File: src/rtl/speed_controller_if.sv
// Frame tick, raw push-buttons and speed outputs shared between the board-side
// driver (master) and the speed controller (slave).
interface speed_controller_if;
  logic       next_frame;
  logic       btn_faster;
  logic       btn_slower;
  logic       btn_pause;
  logic [2:0] step_size;
  logic [2:0] target;
  logic       paused;

  modport master (
    output next_frame, btn_faster, btn_slower, btn_pause,
    input  step_size, target, paused
  );

  modport slave (
    input  next_frame, btn_faster, btn_slower, btn_pause,
    output step_size, target, paused
  );
endinterface

File: src/rtl/speed_controller.sv
// Push-button speed control: synchronise, debounce per frame, auto-repeat on held
// faster/slower, saturating target, pause toggle and a 1-LSB ramp of step_size.
module speed_controller #(
  parameter int unsigned DEBOUNCE_FRAMES = 4,
  parameter int unsigned REPEAT_DELAY    = 30,
  parameter int unsigned REPEAT_RATE     = 8,
  parameter int unsigned RAMP_FRAMES     = 2,
  parameter logic [2:0]  RESET_STEP      = 3'd2
) (
  input  logic               clk,
  input  logic               rst,
  speed_controller_if.slave  bus
);

  localparam int BTN_FASTER = 0;
  localparam int BTN_SLOWER = 1;
  localparam int BTN_PAUSE  = 2;

  localparam logic [3:0] DEB_LIMIT  = 4'(DEBOUNCE_FRAMES);
  localparam logic [5:0] DELAY_LOAD = 6'(REPEAT_DELAY);
  localparam logic [5:0] RATE_LOAD  = 6'(REPEAT_RATE);
  localparam logic [3:0] RAMP_LAST  = 4'(RAMP_FRAMES - 1);

  typedef enum logic [1:0] {
    RPT_IDLE,
    RPT_HOLD,
    RPT_REPEAT
  } rpt_state_t;

  logic [2:0] btn_raw;
  logic [2:0] sync1_reg;
  logic [2:0] sync2_reg;
  logic [2:0] db_level;
  logic [2:0] db_next;
  logic [2:0] press;
  logic [1:0] rpt_event;

  assign btn_raw = {bus.btn_pause, bus.btn_slower, bus.btn_faster};

  always_ff @(posedge clk or posedge rst) begin
    if (rst) begin
      sync1_reg <= '0;
      sync2_reg <= '0;
    end else begin
      sync1_reg <= btn_raw;
      sync2_reg <= sync1_reg;
    end
  end

  // A level is accepted on the frame its stability count would reach the limit,
  // so press, event and target update all land on that same frame.
  for (genvar gi = 0; gi < 3; gi++) begin : g_debounce
    logic       db_reg;
    logic [3:0] stab_cnt_reg;
    logic [3:0] stab_cnt_inc;
    logic       differs;
    logic       accept;

    assign stab_cnt_inc = stab_cnt_reg + 4'd1;
    assign differs      = (sync2_reg[gi] != db_reg);
    assign accept       = differs && (stab_cnt_inc == DEB_LIMIT);
    assign db_next[gi]  = accept ? sync2_reg[gi] : db_reg;
    assign db_level[gi] = db_reg;
    assign press[gi]    = bus.next_frame & accept & sync2_reg[gi];

    always_ff @(posedge clk or posedge rst) begin
      if (rst) begin
        db_reg       <= 1'b0;
        stab_cnt_reg <= '0;
      end else if (bus.next_frame) begin
        db_reg <= db_next[gi];
        if (!differs || accept) begin
          stab_cnt_reg <= '0;
        end else begin
          stab_cnt_reg <= stab_cnt_inc;
        end
      end
    end
  end

  for (genvar gi = 0; gi < 2; gi++) begin : g_repeat
    rpt_state_t state_reg;
    logic [5:0] frame_cnt_reg;
    logic       expire;

    assign expire = (frame_cnt_reg == 6'd1);

    // Events are decoded from state so they coincide with the press frame.
    assign rpt_event[gi] = bus.next_frame & db_next[gi] &
                           (((state_reg == RPT_IDLE) & press[gi]) |
                            ((state_reg != RPT_IDLE) & expire));

    always_ff @(posedge clk or posedge rst) begin
      if (rst) begin
        state_reg     <= RPT_IDLE;
        frame_cnt_reg <= '0;
      end else if (bus.next_frame) begin
        if (!db_next[gi]) begin
          state_reg     <= RPT_IDLE;
          frame_cnt_reg <= '0;
        end else begin
          case (state_reg)
            RPT_IDLE: begin
              if (press[gi]) begin
                state_reg     <= RPT_HOLD;
                frame_cnt_reg <= DELAY_LOAD;
              end
            end
            RPT_HOLD: begin
              if (expire) begin
                state_reg     <= RPT_REPEAT;
                frame_cnt_reg <= RATE_LOAD;
              end else begin
                frame_cnt_reg <= frame_cnt_reg - 6'd1;
              end
            end
            RPT_REPEAT: begin
              if (expire) begin
                frame_cnt_reg <= RATE_LOAD;
              end else begin
                frame_cnt_reg <= frame_cnt_reg - 6'd1;
              end
            end
            default: begin
              state_reg     <= RPT_IDLE;
              frame_cnt_reg <= '0;
            end
          endcase
        end
      end
    end
  end

  logic [2:0] target_reg;
  logic [2:0] target_next;
  logic       paused_reg;
  logic [2:0] step_reg;
  logic [3:0] ramp_cnt_reg;
  logic [2:0] eff_target;

  assign eff_target = paused_reg ? 3'd0 : target_reg;

  // Opposing events in one frame cancel; saturation at either end is silent.
  always_comb begin
    target_next = target_reg;
    if (rpt_event[BTN_FASTER] && !rpt_event[BTN_SLOWER] && target_reg != 3'd7) begin
      target_next = target_reg + 3'd1;
    end else if (rpt_event[BTN_SLOWER] && !rpt_event[BTN_FASTER] && target_reg != 3'd0) begin
      target_next = target_reg - 3'd1;
    end
  end

  // Ramp counter parks at 0 while settled, so a new target moves on the next frame.
  always_ff @(posedge clk or posedge rst) begin
    if (rst) begin
      target_reg   <= RESET_STEP;
      paused_reg   <= 1'b0;
      step_reg     <= RESET_STEP;
      ramp_cnt_reg <= '0;
    end else if (bus.next_frame) begin
      target_reg <= target_next;
      if (press[BTN_PAUSE]) begin
        paused_reg <= ~paused_reg;
      end
      if (step_reg == eff_target) begin
        ramp_cnt_reg <= '0;
      end else begin
        if (ramp_cnt_reg == 4'd0) begin
          step_reg <= (step_reg < eff_target) ? step_reg + 3'd1 : step_reg - 3'd1;
        end
        ramp_cnt_reg <= (ramp_cnt_reg == RAMP_LAST) ? 4'd0 : ramp_cnt_reg + 4'd1;
      end
    end
  end

  assign bus.step_size = step_reg;
  assign bus.target    = target_reg;
  assign bus.paused    = paused_reg;

endmodule

File: src/flat_wrapper.sv
// flat-port wrapper written by rule: the top's interface ports become plain ports
module speed_controller_flat 
#(
  parameter int unsigned DEBOUNCE_FRAMES = 4,
  parameter int unsigned REPEAT_DELAY    = 30,
  parameter int unsigned REPEAT_RATE     = 8,
  parameter int unsigned RAMP_FRAMES     = 2,
  parameter logic [2:0]  RESET_STEP      = 3'd2
)
  (clk, rst, bus_next_frame, bus_btn_faster, bus_btn_slower, bus_btn_pause, bus_step_size, bus_target, bus_paused);
  speed_controller_if bus_i ();
  input  logic clk;
  input  logic rst;
  input wire logic [$bits(bus_i.next_frame)-1:0] bus_next_frame;
  input wire logic [$bits(bus_i.btn_faster)-1:0] bus_btn_faster;
  input wire logic [$bits(bus_i.btn_slower)-1:0] bus_btn_slower;
  input wire logic [$bits(bus_i.btn_pause)-1:0] bus_btn_pause;
  output wire logic [$bits(bus_i.step_size)-1:0] bus_step_size;
  output wire logic [$bits(bus_i.target)-1:0] bus_target;
  output wire logic [$bits(bus_i.paused)-1:0] bus_paused;
  assign bus_i.next_frame = bus_next_frame;
  assign bus_i.btn_faster = bus_btn_faster;
  assign bus_i.btn_slower = bus_btn_slower;
  assign bus_i.btn_pause = bus_btn_pause;
  assign bus_step_size = bus_i.step_size;
  assign bus_target = bus_i.target;
  assign bus_paused = bus_i.paused;
  speed_controller #(.DEBOUNCE_FRAMES(DEBOUNCE_FRAMES), .REPEAT_DELAY(REPEAT_DELAY), .REPEAT_RATE(REPEAT_RATE), .RAMP_FRAMES(RAMP_FRAMES), .RESET_STEP(RESET_STEP)) u_core (.clk(clk), .rst(rst), .bus(bus_i));
endmodule
File: config.mk
export PLATFORM = sky130hd
export DESIGN_NAME = speed_controller_flat
export DESIGN_NICKNAME = d
export VERILOG_FILES = /design/src/rtl/speed_controller_if.sv /design/src/rtl/speed_controller.sv /design/src/flat_wrapper.sv
export SDC_FILE = /design/constraint.sdc
export NUM_CORES = 1
export LEC_CHECK = 0
export CAP_MARGIN = 20
export CELL_PAD_IN_SITES_DETAIL_PLACEMENT = 0
export CELL_PAD_IN_SITES_GLOBAL_PLACEMENT = 2
export CORE_MARGIN = 1
export CORE_UTILIZATION = 42
export CTS_BUF_LIST = sky130_fd_sc_hd__clkbuf_8
export DETAILED_ROUTE_END_ITERATION = 7
export DONT_BUFFER_PORTS = 1
export GPL_ROUTABILITY_DRIVEN = 0
export PLACE_DENSITY_LB_ADDON = 0.3
export SETUP_SLACK_MARGIN = 0.05
export SKIP_CTS_REPAIR_TIMING = 1
export SLEW_MARGIN = 20
export SYNTH_ARGS = -nofsm -noshare
export SYNTH_HDL_FRONTEND = slang
export SYNTH_SLANG_ARGS = --single-unit
export TNS_END_PERCENT = 100
File: constraint.sdc
create_clock -name clk -period 3.74 [get_ports clk]
set_input_delay 0.748 -clock clk [delete_from_list [all_inputs] [get_ports clk]]
set_output_delay 0.748 -clock clk [all_outputs]
set_load 0.005 [all_outputs]
==> flow_summary_export.csv, run 1 <==
group,metric,value,unit
global_routing,grt_max_degree,49,
logic_synthesis,synth_top_area_share,0.381,
logic_synthesis,synth_edf_count,0,
clocking,cts_buffers,5,
detailed_routing,wl_met2,2.67,mm
logic_synthesis,syn_inst,320,
layout,multi_input_area,1700,µm²
power,internal_power,1.44,mW
power,power,2.49,mW
setup_path,path_buf_inv,0,
floorplan,row_count,30,
setup_path,worst-r2r-setup-slack,0.56,ns
sta,setup_viol,0,
clocking,clk_pin_slew,0.09,ns
sta,relSlewSlack,0.437,
logic_synthesis,yosysUniqueCellTypes,59,
detailed_routing,remaining_drc_errors,0,
place,post-place-ws,0.578,ns
global_routing,grt_pass1_wl,9.80,mm
layout,layout_common_cells,"dfrtp_1, nand2_1, inv_1",
setup_path,crit_top_cell,"a31o_1",
sta,period_share,0.849,
layout,diodes,0,
global_routing,track_usage,0.163,
power,p_leak,1.43,nW
power,netSwitchingPower,1.05,mW
floorplan,io_pins,13,
global_routing,grt_pass1_vias,2135,
sta,tightest_slew,0.843,ns
layout,syn_to_final_growth,6.84,%
logic_synthesis,yosysTopAreaCell,"dfrtp_1",
detailed_routing,drt-total-wl,5.65,mm
floorplan,initial_core_util,0.440,
clocking,cts_buffer_depth,2,
run_status,status,"finished clean",
detailed_routing,vias,2192,
floorplan,die_area,7530,µm²
clocking,cts_tree,"done",
layout,nets,353,
power,seq_power_share,0.388,
power,switching_share,0.421,
floorplan,dieHeight,86.8,µm
setup_path,cp_max_fo,7,
clocking,cts-root-buf,"clkbuf_8",
detailed_routing,viasPerCell,5.23,
setup_path,slowest_stage,"a2111oi_4",
detailed_routing,wl_met3,109,µm
logic_synthesis,ys_warn_count,0,
detailed_routing,drt-pass1-iter-count,4,
logic_synthesis,avgSynthCellArea,9.43,µm²
setup_path,critPathLaunchType,"register",
detailed_routing,postRouteAntennaNets,0,
power,ir_drop,0.000325,V
setup_path,cp.arrival,3.40,ns
logic_synthesis,ys_seq_elements,48,
sta,fmax,0.315,GHz
setup_path,critPathMaxStageDelay,0.50,ns
sta,layout_setup_ws,0.563,ns
global_routing,grt_overflow_total,0,
job,drv_cap,0,
clocking,clock_sinks,48,
detailed_routing,top_layer,"met4",
layout,seq_area,1200,µm²
setup_path,crit_family,"compound AO/OA/AOI/OAI gates",
global_routing,grt_antenna_before_repair,0,
place,dp_hpwl,4.11,mm
power,power_per_cell_area,771,nW/µm²
logic_synthesis,syn_area,3020,µm²
sta,skew,0.00780,ns
setup_path,critical_path_class,"reg2reg",
sta,period_needed,3.18,ns
sta,rsz0062_at_grt,"false",
layout,fill_cells,655,
power,combPwrFrac,0.462,
setup_path,critPathCaptureType,"register",
logic_synthesis,synth-async-reset-ratio,1.00,
sta,drv_slew,0,
logic_synthesis,synth_nets,351,
detailed_routing,wl_met1,2.83,mm
logic_synthesis,ys_seq_area_frac,0.399,
place,portBuffers,0,
layout,fin_util,0.470,
logic_synthesis,yosys-top-cells-area,"dfrtp_1, ha_1, nand2_1",
detailed_routing,wl_per_cell,13.5,µm
floorplan,die_w,86.8,µm
detailed_routing,dr.first_iter.drc_count,67,
power,clkPwrFrac,0.150,
clocking,cts_max_level,2,
clocking,clk_latency,0.30,ns
setup_path,worstPathRequired,3.96,ns
logic_synthesis,synth_flop_cell,"dfrtp_1",
sta,hold_violations,0,
floorplan,core_area,6870,µm²
layout,layout_commonest_cell,"dfrtp_1",
worst_hold_path,hp-class,"reg2reg",
setup_path,crit_chain,"ha_1 -> and4bb_1 -> a31o_1 -> a2111oi_4 -> o21ai_2 -> a31o_1 -> fa_1 -> or2_2 -> o2bb2ai_1 -> a211oi_1",
layout,drive_above_1_share,0.0774,
sta,finalSetupTns,0,ns
worst paths after layout:
path | cells past startpoint | end | startpoint
max in group asynchronous | 1 | u_core.g_debounce[1].db_reg | rst
setup / recovery | 10 | u_core.bus.target[1] | u_core.g_debounce[0].stab_cnt_reg[0]
min in group asynchronous | 1 | u_core.sync1_reg[1] | rst
hold / removal | 0 | u_core.sync2_reg[2] | u_core.sync1_reg[2]
setup reg to reg | 10 | u_core.bus.target[1] | u_core.g_debounce[0].stab_cnt_reg[0]
hold reg to reg | 0 | u_core.sync2_reg[2] | u_core.sync1_reg[2]
cells by family after synthesis:
family                   synth area share
AO/OA/AOI/OAI                       0.200
XOR/XNOR                           0.0232
adder cells (fa/ha/maj)             0.109
buffers and inverters              0.0398
flip-flops                          0.399
multiplexers                       0.0319
AND/OR/NAND/NOR                     0.198
routing by layer:
| layer | global-route usage | up-vias |
|---|---|---|
| li1 | - | 1141 |
| met3 | 0.0248 | 7 |
| met2 | 0.278 | 19 |
| met1 | 0.217 | 1025 |
| met5 | 0 | - |
| met4 | 0.0409 | 0 |
cell usage after synthesis (3+ instances only):
library cell,instances
nor2_1,22
o2bb2ai_1,3
nand2_1,36
nor3b_1,3
o31ai_1,3
nand3_1,10
a31oi_1,6
inv_1,24
mux2i_1,4
xnor2_1,3
nor2b_1,7
nand2b_1,6
ha_1,23
xor2_1,5
nand3b_1,3
dfrtp_1,46
a22o_1,7
a21boi_0,3
nor3_1,4
mux2_2,5
and3b_1,3
clkbuf_1,5
o22ai_1,7
o21ai_0,17
a21oi_1,16
through the flow:
step | area, µm² | std cells | hold WS, ns
floorplan | 3020 | 320 | 0.331
global placement | 3120 | 411 | 0.331
detailed placement | 3120 | 411 | 0.335
CTS | 3220 | 419 | 0.357
global route | 3230 | 419 | 0.362
finish | 3230 | 419 | 0.355
layout make-up:
| class | count | area share |
|---|---|---|
| tap | 96 | 0.0372 |
| clock buffer | 5 | 0.0213 |
| sequential | 48 | 0.373 |
| multi-input combinational | 242 | 0.526 |
| clock inverter | 3 | 0.0120 |
| inverter | 24 | 0.0283 |
| timing repair buffer | 1 | 0.00233 |
power by group through the flow:
stage,Combinational [mW],Sequential (mW),Clock [mW]
finish,1.15,0.965,0.373
global route,1.34,0.998,0.404
CTS,1.16,0.968,0.387
detailed placement,1.16,0.977,0
global placement,1.15,0.973,0
floorplan,0.971,0.901,0
Note: power is estimated with default switching activity, not from simulation.
==> run 2: changes to the inputs <==
--- a/config.mk
+++ b/config.mk
@@ -9,7 +9,7 @@
 export CELL_PAD_IN_SITES_DETAIL_PLACEMENT = 0
 export CELL_PAD_IN_SITES_GLOBAL_PLACEMENT = 2
 export CORE_MARGIN = 1
-export CORE_UTILIZATION = 42
+export CORE_UTILIZATION = 38
 export CTS_BUF_LIST = sky130_fd_sc_hd__clkbuf_8
 export DETAILED_ROUTE_END_ITERATION = 7
 export DONT_BUFFER_PORTS = 1
==> constraint.sdc (replaced) <==
create_clock -name clk -period 2.8 [get_ports clk]
set_input_delay 0.56 -clock clk [delete_from_list [all_inputs] [get_ports clk]]
set_output_delay 0.56 -clock clk [all_outputs]
set_load 0.005 [all_outputs]
==> run 2 against run 1 <==
Net effect:
- final area grew 4.2%
- combinational power is 46% higher
- worst hold slack worse by 0.18 ns
- core utilization decreased by 3.2 points
- clock power is 43% higher
- critical path depth unchanged
- sequential power up 32%
- count of clock-buffer cells in the layout is the same
- via count rose by 3.8%
- non-clock buffer count increased by 15
- power grew 40%
- critical path type unchanged
- critical endpoint unchanged
==> flow_summary_export.csv, run 2 (synthesized netlist as in run 1, its figures left out) <==
group,metric,value,unit
run_status,status,"finished clean",
sta,drv_slew,0,
sta,tightest_slew,0.585,ns
sta,setup_viol,0,
layout,syn_to_final_growth,11.3,%
detailed_routing,dr.first_iter.drc_count,111,
detailed_routing,wl_per_cell,13.7,µm
layout,layout_commonest_cell,"dfrtp_1",
setup_path,crit_chain,"ha_2 -> and4bb_1 -> a31o_1 -> a2111oi_4 -> o21ai_2 -> a31o_1 -> fa_1 -> mux2i_1 -> o2bb2ai_1 -> a211oi_1",
layout,diodes,0,
global_routing,grt_pass1_wl,10.1,mm
power,p_leak,1.50,nW
setup_path,critPathLaunchType,"register",
clocking,clock_sinks,48,
setup_path,cp.arrival,3.02,ns
power,netSwitchingPower,1.46,mW
clocking,clk_latency,0.31,ns
power,seq_power_share,0.364,
power,power_per_cell_area,1030,nW/µm²
detailed_routing,postRouteAntennaNets,0,
place,portBuffers,0,
global_routing,grt_overflow_total,0,
job,drv_cap,0,
layout,final_cells,440,
setup_path,reg2reg_depth,10,
setup_path,r2r_start,"u_core.g_debounce[0].stab_cnt_reg[1]",
setup_path,critPathCaptureType,"register",
sta,period_share,0.994,
power,internal_power,2.02,mW
layout,nets,368,
sta,fmax,0.359,GHz
clocking,cts_buffer_depth,2,
clocking,clk_pin_slew,0.10,ns
global_routing,grt_pass1_vias,2201,
power,combPwrFrac,0.483,
sta,relSlewSlack,0.609,
setup_path,cp_max_fo,5,
setup_path,rr_endpoint,"u_core.bus.target[1]",
detailed_routing,drt-total-wl,6.04,mm
detailed_routing,viasPerCell,5.17,
global_routing,grt_antenna_before_repair,0,
global_routing,grt_max_degree,38,
sta,hold_violations,0,
layout,layout_common_cells,"dfrtp_1, nand2_1, inv_1",
detailed_routing,vias,2276,
setup_path,slowest_stage,"fa_1",
setup_path,critPathMaxStageDelay,0.54,ns
power,switching_share,0.419,
sta,period_needed,2.78,ns
power,clkPwrFrac,0.153,
detailed_routing,remaining_drc_errors,0,
floorplan,row_count,32,
floorplan,die_area,8310,µm²
setup_path,worst-r2r-setup-slack,0.02,ns
place,dp_hpwl,4.42,mm
power,ir_drop,0.000357,V
floorplan,initial_core_util,0.393,
global_routing,track_usage,0.152,
clocking,cts_max_level,2,
worst_hold_path,hp-class,"in2async",
sta,rsz0062_at_grt,"true",
setup_path,crit_family,"compound AO/OA/AOI/OAI gates",
place,dpl.cell_count,432,
setup_path,path_buf_inv,0,
clocking,cts_tree,"done",
setup_path,crit_top_cell,"a31o_1",
sta,skew,0.0100,ns
setup_path,critical_path_class,"reg2reg",
floorplan,die_w,91.1,µm
sta,finalSetupTns,0,ns
floorplan,dieHeight,91.1,µm
floorplan,io_pins,13,
layout,drive_above_1_share,0.127,
setup_path,worstPathRequired,3.03,ns
floorplan,core_area,7690,µm²
clocking,cts-root-buf,"clkbuf_8",
detailed_routing,drt-pass1-iter-count,4,
clocking,cts_buffers,5,
-- run 2: cell types whose count changed in the layout (fill, tap and decap cells not counted), sizes merged --
cell,previous run,this run
buf,1,16
-- run 2: worst max-delay path by stage --
stage                                               startpoint              endpoint  slack (ns)  cells past startpoint
after floorplan           u_core.g_debounce[0].stab_cnt_reg[1]  u_core.bus.target[1]       -0.02                     10
after global placement    u_core.g_debounce[0].stab_cnt_reg[1]  u_core.bus.target[1]        0.08                     10
after detailed placement  u_core.g_debounce[0].stab_cnt_reg[1]  u_core.bus.target[1]        0.03                     10
after CTS                 u_core.g_debounce[0].stab_cnt_reg[1]  u_core.bus.target[1]      -0.009                     10
after global routing      u_core.g_debounce[0].stab_cnt_reg[1]  u_core.bus.target[1]       -0.08                     10
final                     u_core.g_debounce[0].stab_cnt_reg[1]  u_core.bus.target[1]        0.02                     10
-- run 2: stage by stage --
step | power, mW | hold WS (ns) | util | setup WS [ns] | cell area (µm²)
global placement | 2.95 | 0.339 | 0.422 | 0.0780 | 3240
global route | 3.80 | 0.227 | 0.437 | -0.0807 | 3360
detailed placement | 2.95 | 0.336 | 0.422 | 0.0322 | 3240
floorplan | 2.51 | 0.331 | - | -0.0187 | 3030
CTS | 3.50 | 0.194 | 0.437 | -0.00886 | 3360
finish | 3.47 | 0.179 | 0.437 | 0.0162 | 3360
-- run 2: final cells by class --
type                    instances  area (µm²)
multi-input cells             242        1700
clock buffers                   5        68.8
well taps                     102         128
fillers                       760        4330
inverters                      24        90.1
clock inverters                 3        47.5
flip-flops and latches         48        1200
repair buffers                 16         120
-- run 2: per-layer routing --
metal	routed length, µm	part of all wire	GRT usage	vias up
met2	2700	0.45	0.248	29
met5	0	0	0	-
met4	59	0.0098	0.0437	0
met1	3140	0.52	0.206	1064
li1	-	-	-	1178
met3	142	0.024	0.0293	5
-- run 2: power groups by stage --
stage,clock (mW),combinational (mW),sequential (mW)
floorplan,0,1.31,1.20
global placement,0,1.67,1.27
detailed placement,0,1.68,1.28
CTS,0.549,1.69,1.27
global route,0.573,1.91,1.31
finish,0.532,1.68,1.27
==> run 3: changes to the inputs <==
--- a/config.mk
+++ b/config.mk
@@ -14,6 +14,7 @@
 export DETAILED_ROUTE_END_ITERATION = 7
 export DONT_BUFFER_PORTS = 1
 export GPL_ROUTABILITY_DRIVEN = 0
+export HOLD_SLACK_MARGIN = 0.1
 export PLACE_DENSITY_LB_ADDON = 0.3
 export SETUP_SLACK_MARGIN = 0.05
 export SKIP_CTS_REPAIR_TIMING = 1
==> constraint.sdc (replaced) <==
create_clock -name clk -period 2.8 [get_ports clk]
set_input_delay 0.56 -clock clk [delete_from_list [all_inputs] [get_ports clk]]
set_output_delay 0.56 -clock clk [all_outputs]
set_load 0.05 [all_outputs]
==> run 3 against run 2 <==
Net effect:
- combinational power increased by 13%
- count of clock-buffer cells in the layout stayed put
- die area unchanged
- highest routed layer unchanged
==> flow_summary_export.csv, run 3 (synthesized netlist as in run 1, its figures left out) <==
group,metric,value,unit
clocking,cts_tree,"done",
sta,rsz0062_at_grt,"true",
place,dpl.cell_count,435,
global_routing,grt_overflow_total,0,
detailed_routing,drt-pass1-iter-count,4,
power,power_per_cell_area,1080,nW/µm²
job,drv_cap,0,
detailed_routing,drt-total-wl,6.00,mm
worst_hold_path,worstHoldStart,"bus_btn_pause",
detailed_routing,remaining_drc_errors,0,
sta,relSlewSlack,0.472,
run_status,status,"finished clean",
detailed_routing,dr.first_iter.drc_count,93,
setup_path,worstPathRequired,3.02,ns
worst_hold_path,hp-class,"in2reg",
layout,layout_commonest_cell,"dfrtp_1",
layout,syn_to_final_growth,14.2,%
global_routing,track_usage,0.160,
floorplan,die_w,91.1,µm
sta,worst_hold_slack,0.276,ns
clocking,cts_max_level,2,
global_routing,grt_antenna_before_repair,0,
sta,layout_setup_ws,0.00646,ns
layout,final_cells,447,
power,ir_drop,0.000437,V
detailed_routing,wl_per_cell,13.4,µm
setup_path,worst-r2r-setup-slack,0.006,ns
sta,hold_violations,0,
place,portBuffers,0,
setup_path,crit_top_cell,"a31o_1",
detailed_routing,viasPerCell,5.17,
floorplan,die_area,8310,µm²
sta,drv_slew,0,
layout,diodes,0,
floorplan,core_area,7690,µm²
detailed_routing,vias,2310,
floorplan,initial_core_util,0.393,
floorplan,dieHeight,91.1,µm
power,clkPwrFrac,0.142,
place,post-place-ws,0.00435,ns
sta,finalSetupTns,0,ns
power,seq_power_share,0.349,
power,p_leak,1.54,nW
setup_path,crit_chain,"ha_4 -> and4bb_1 -> a31o_1 -> a2111oi_4 -> o21ai_2 -> a31o_1 -> fa_2 -> mux2i_1 -> o2bb2ai_1 -> a211oi_1",
setup_path,cp_max_fo,5,
place,dp_hpwl,4.44,mm
sta,fmax,0.358,GHz
sta,period_needed,2.79,ns
sta,tightest_slew,0.783,ns
setup_path,critPathLaunchType,"register",
power,power,3.72,mW
power,combPwrFrac,0.509,
clocking,clk_latency,0.30,ns
layout,fin_area,3450,µm²
layout,fin_util,0.449,
clocking,cts-root-buf,"clkbuf_8",
setup_path,rr_endpoint,"u_core.bus.target[1]",
global_routing,grt_max_degree,38,
power,netSwitchingPower,1.64,mW
sta,period_share,0.998,
layout,drive_above_1_share,0.159,
power,internal_power,2.08,mW
setup_path,critPathMaxStageDelay,0.57,ns
setup_path,slowest_stage,"fa_2",
setup_path,critPathCaptureType,"register",
layout,nets,375,
detailed_routing,postRouteAntennaNets,0,
sta,skew,0.00573,ns
clocking,clock_sinks,48,
setup_path,reg2reg_depth,10,
place,place_area,3270,µm²
sta,setup_viol,0,
floorplan,io_pins,13,
worst_hold_path,hold_depth,0,
clocking,clk_pin_slew,0.10,ns
clocking,cts_buffer_depth,2,
global_routing,grt_pass1_vias,2274,
global_routing,grt_pass1_wl,10.7,mm
setup_path,cp.arrival,3.02,ns
layout,layout_common_cells,"dfrtp_1, nand2_1, inv_1",
clocking,cts_buffers,5,
setup_path,critical_path_class,"reg2reg",
floorplan,row_count,32,
worst_hold_path,hold_end,"u_core.sync1_reg[2]",
setup_path,r2r_start,"u_core.g_debounce[0].stab_cnt_reg[0]",
power,switching_share,0.441,
run 3: changes by cell type in the layout (fill, tap and decap cells not counted), sizes merged:
| cell | before | now |
|---|---|---|
| buf | 16 | 22 |
| dlygate4sd3 | 0 | 1 |
run 3: routing by layer:
metal / track usage / share of wire
met3: 0.0310 / 0.026
met5: 0 / 0
met4: 0.0476 / 0.012
met1: 0.216 / 0.49
met2: 0.259 / 0.47
run 3: cell type report:
type                    instances  area, µm²
clock buffers                   5       68.8
clock inverters                 3       47.5
fillers                       766       4240
inverters                      24       90.1
multi-input cells             242       1730
flip-flops and latches         48       1210
well taps                     102        128
repair buffers                 23        175
run 3: power groups by stage:
stage	clock [mW]	sequential [mW]	combinational (mW)
global route	0.568	1.35	2.18
floorplan	0	1.37	1.31
detailed placement	0	1.29	1.86
CTS	0.546	1.28	1.87
global placement	0	1.29	1.86
finish	0.528	1.30	1.90
run 3: worst max path at each step:
stage	startpoint	to	slack (ns)	depth (start not counted)
after floorplan	u_core.g_debounce[0].stab_cnt_reg[1]	u_core.bus.target[1]	-0.02	10
after global placement	u_core.g_debounce[0].stab_cnt_reg[0]	u_core.bus.target[1]	0.08	10
after detailed placement	u_core.g_debounce[0].stab_cnt_reg[0]	u_core.bus.target[1]	0.004	10
after CTS	u_core.g_debounce[0].stab_cnt_reg[0]	u_core.bus.target[1]	-0.03	10
after global routing	u_core.g_debounce[0].stab_cnt_reg[0]	u_core.bus.target[1]	-0.15	10
final	u_core.g_debounce[0].stab_cnt_reg[0]	u_core.bus.target[1]	0.006	10
run 3: worst max-delay path, delay by kind of cell, from the launching register on:
family | cells | cell delay, ns
multiplexers | 1 | 0.08
AO/OA/AOI/OAI | 6 | 1.21
adder cells (fa/ha/maj) | 2 | 0.75
flip-flops | 1 | 0.47
AND/OR/NAND/NOR | 1 | 0.22
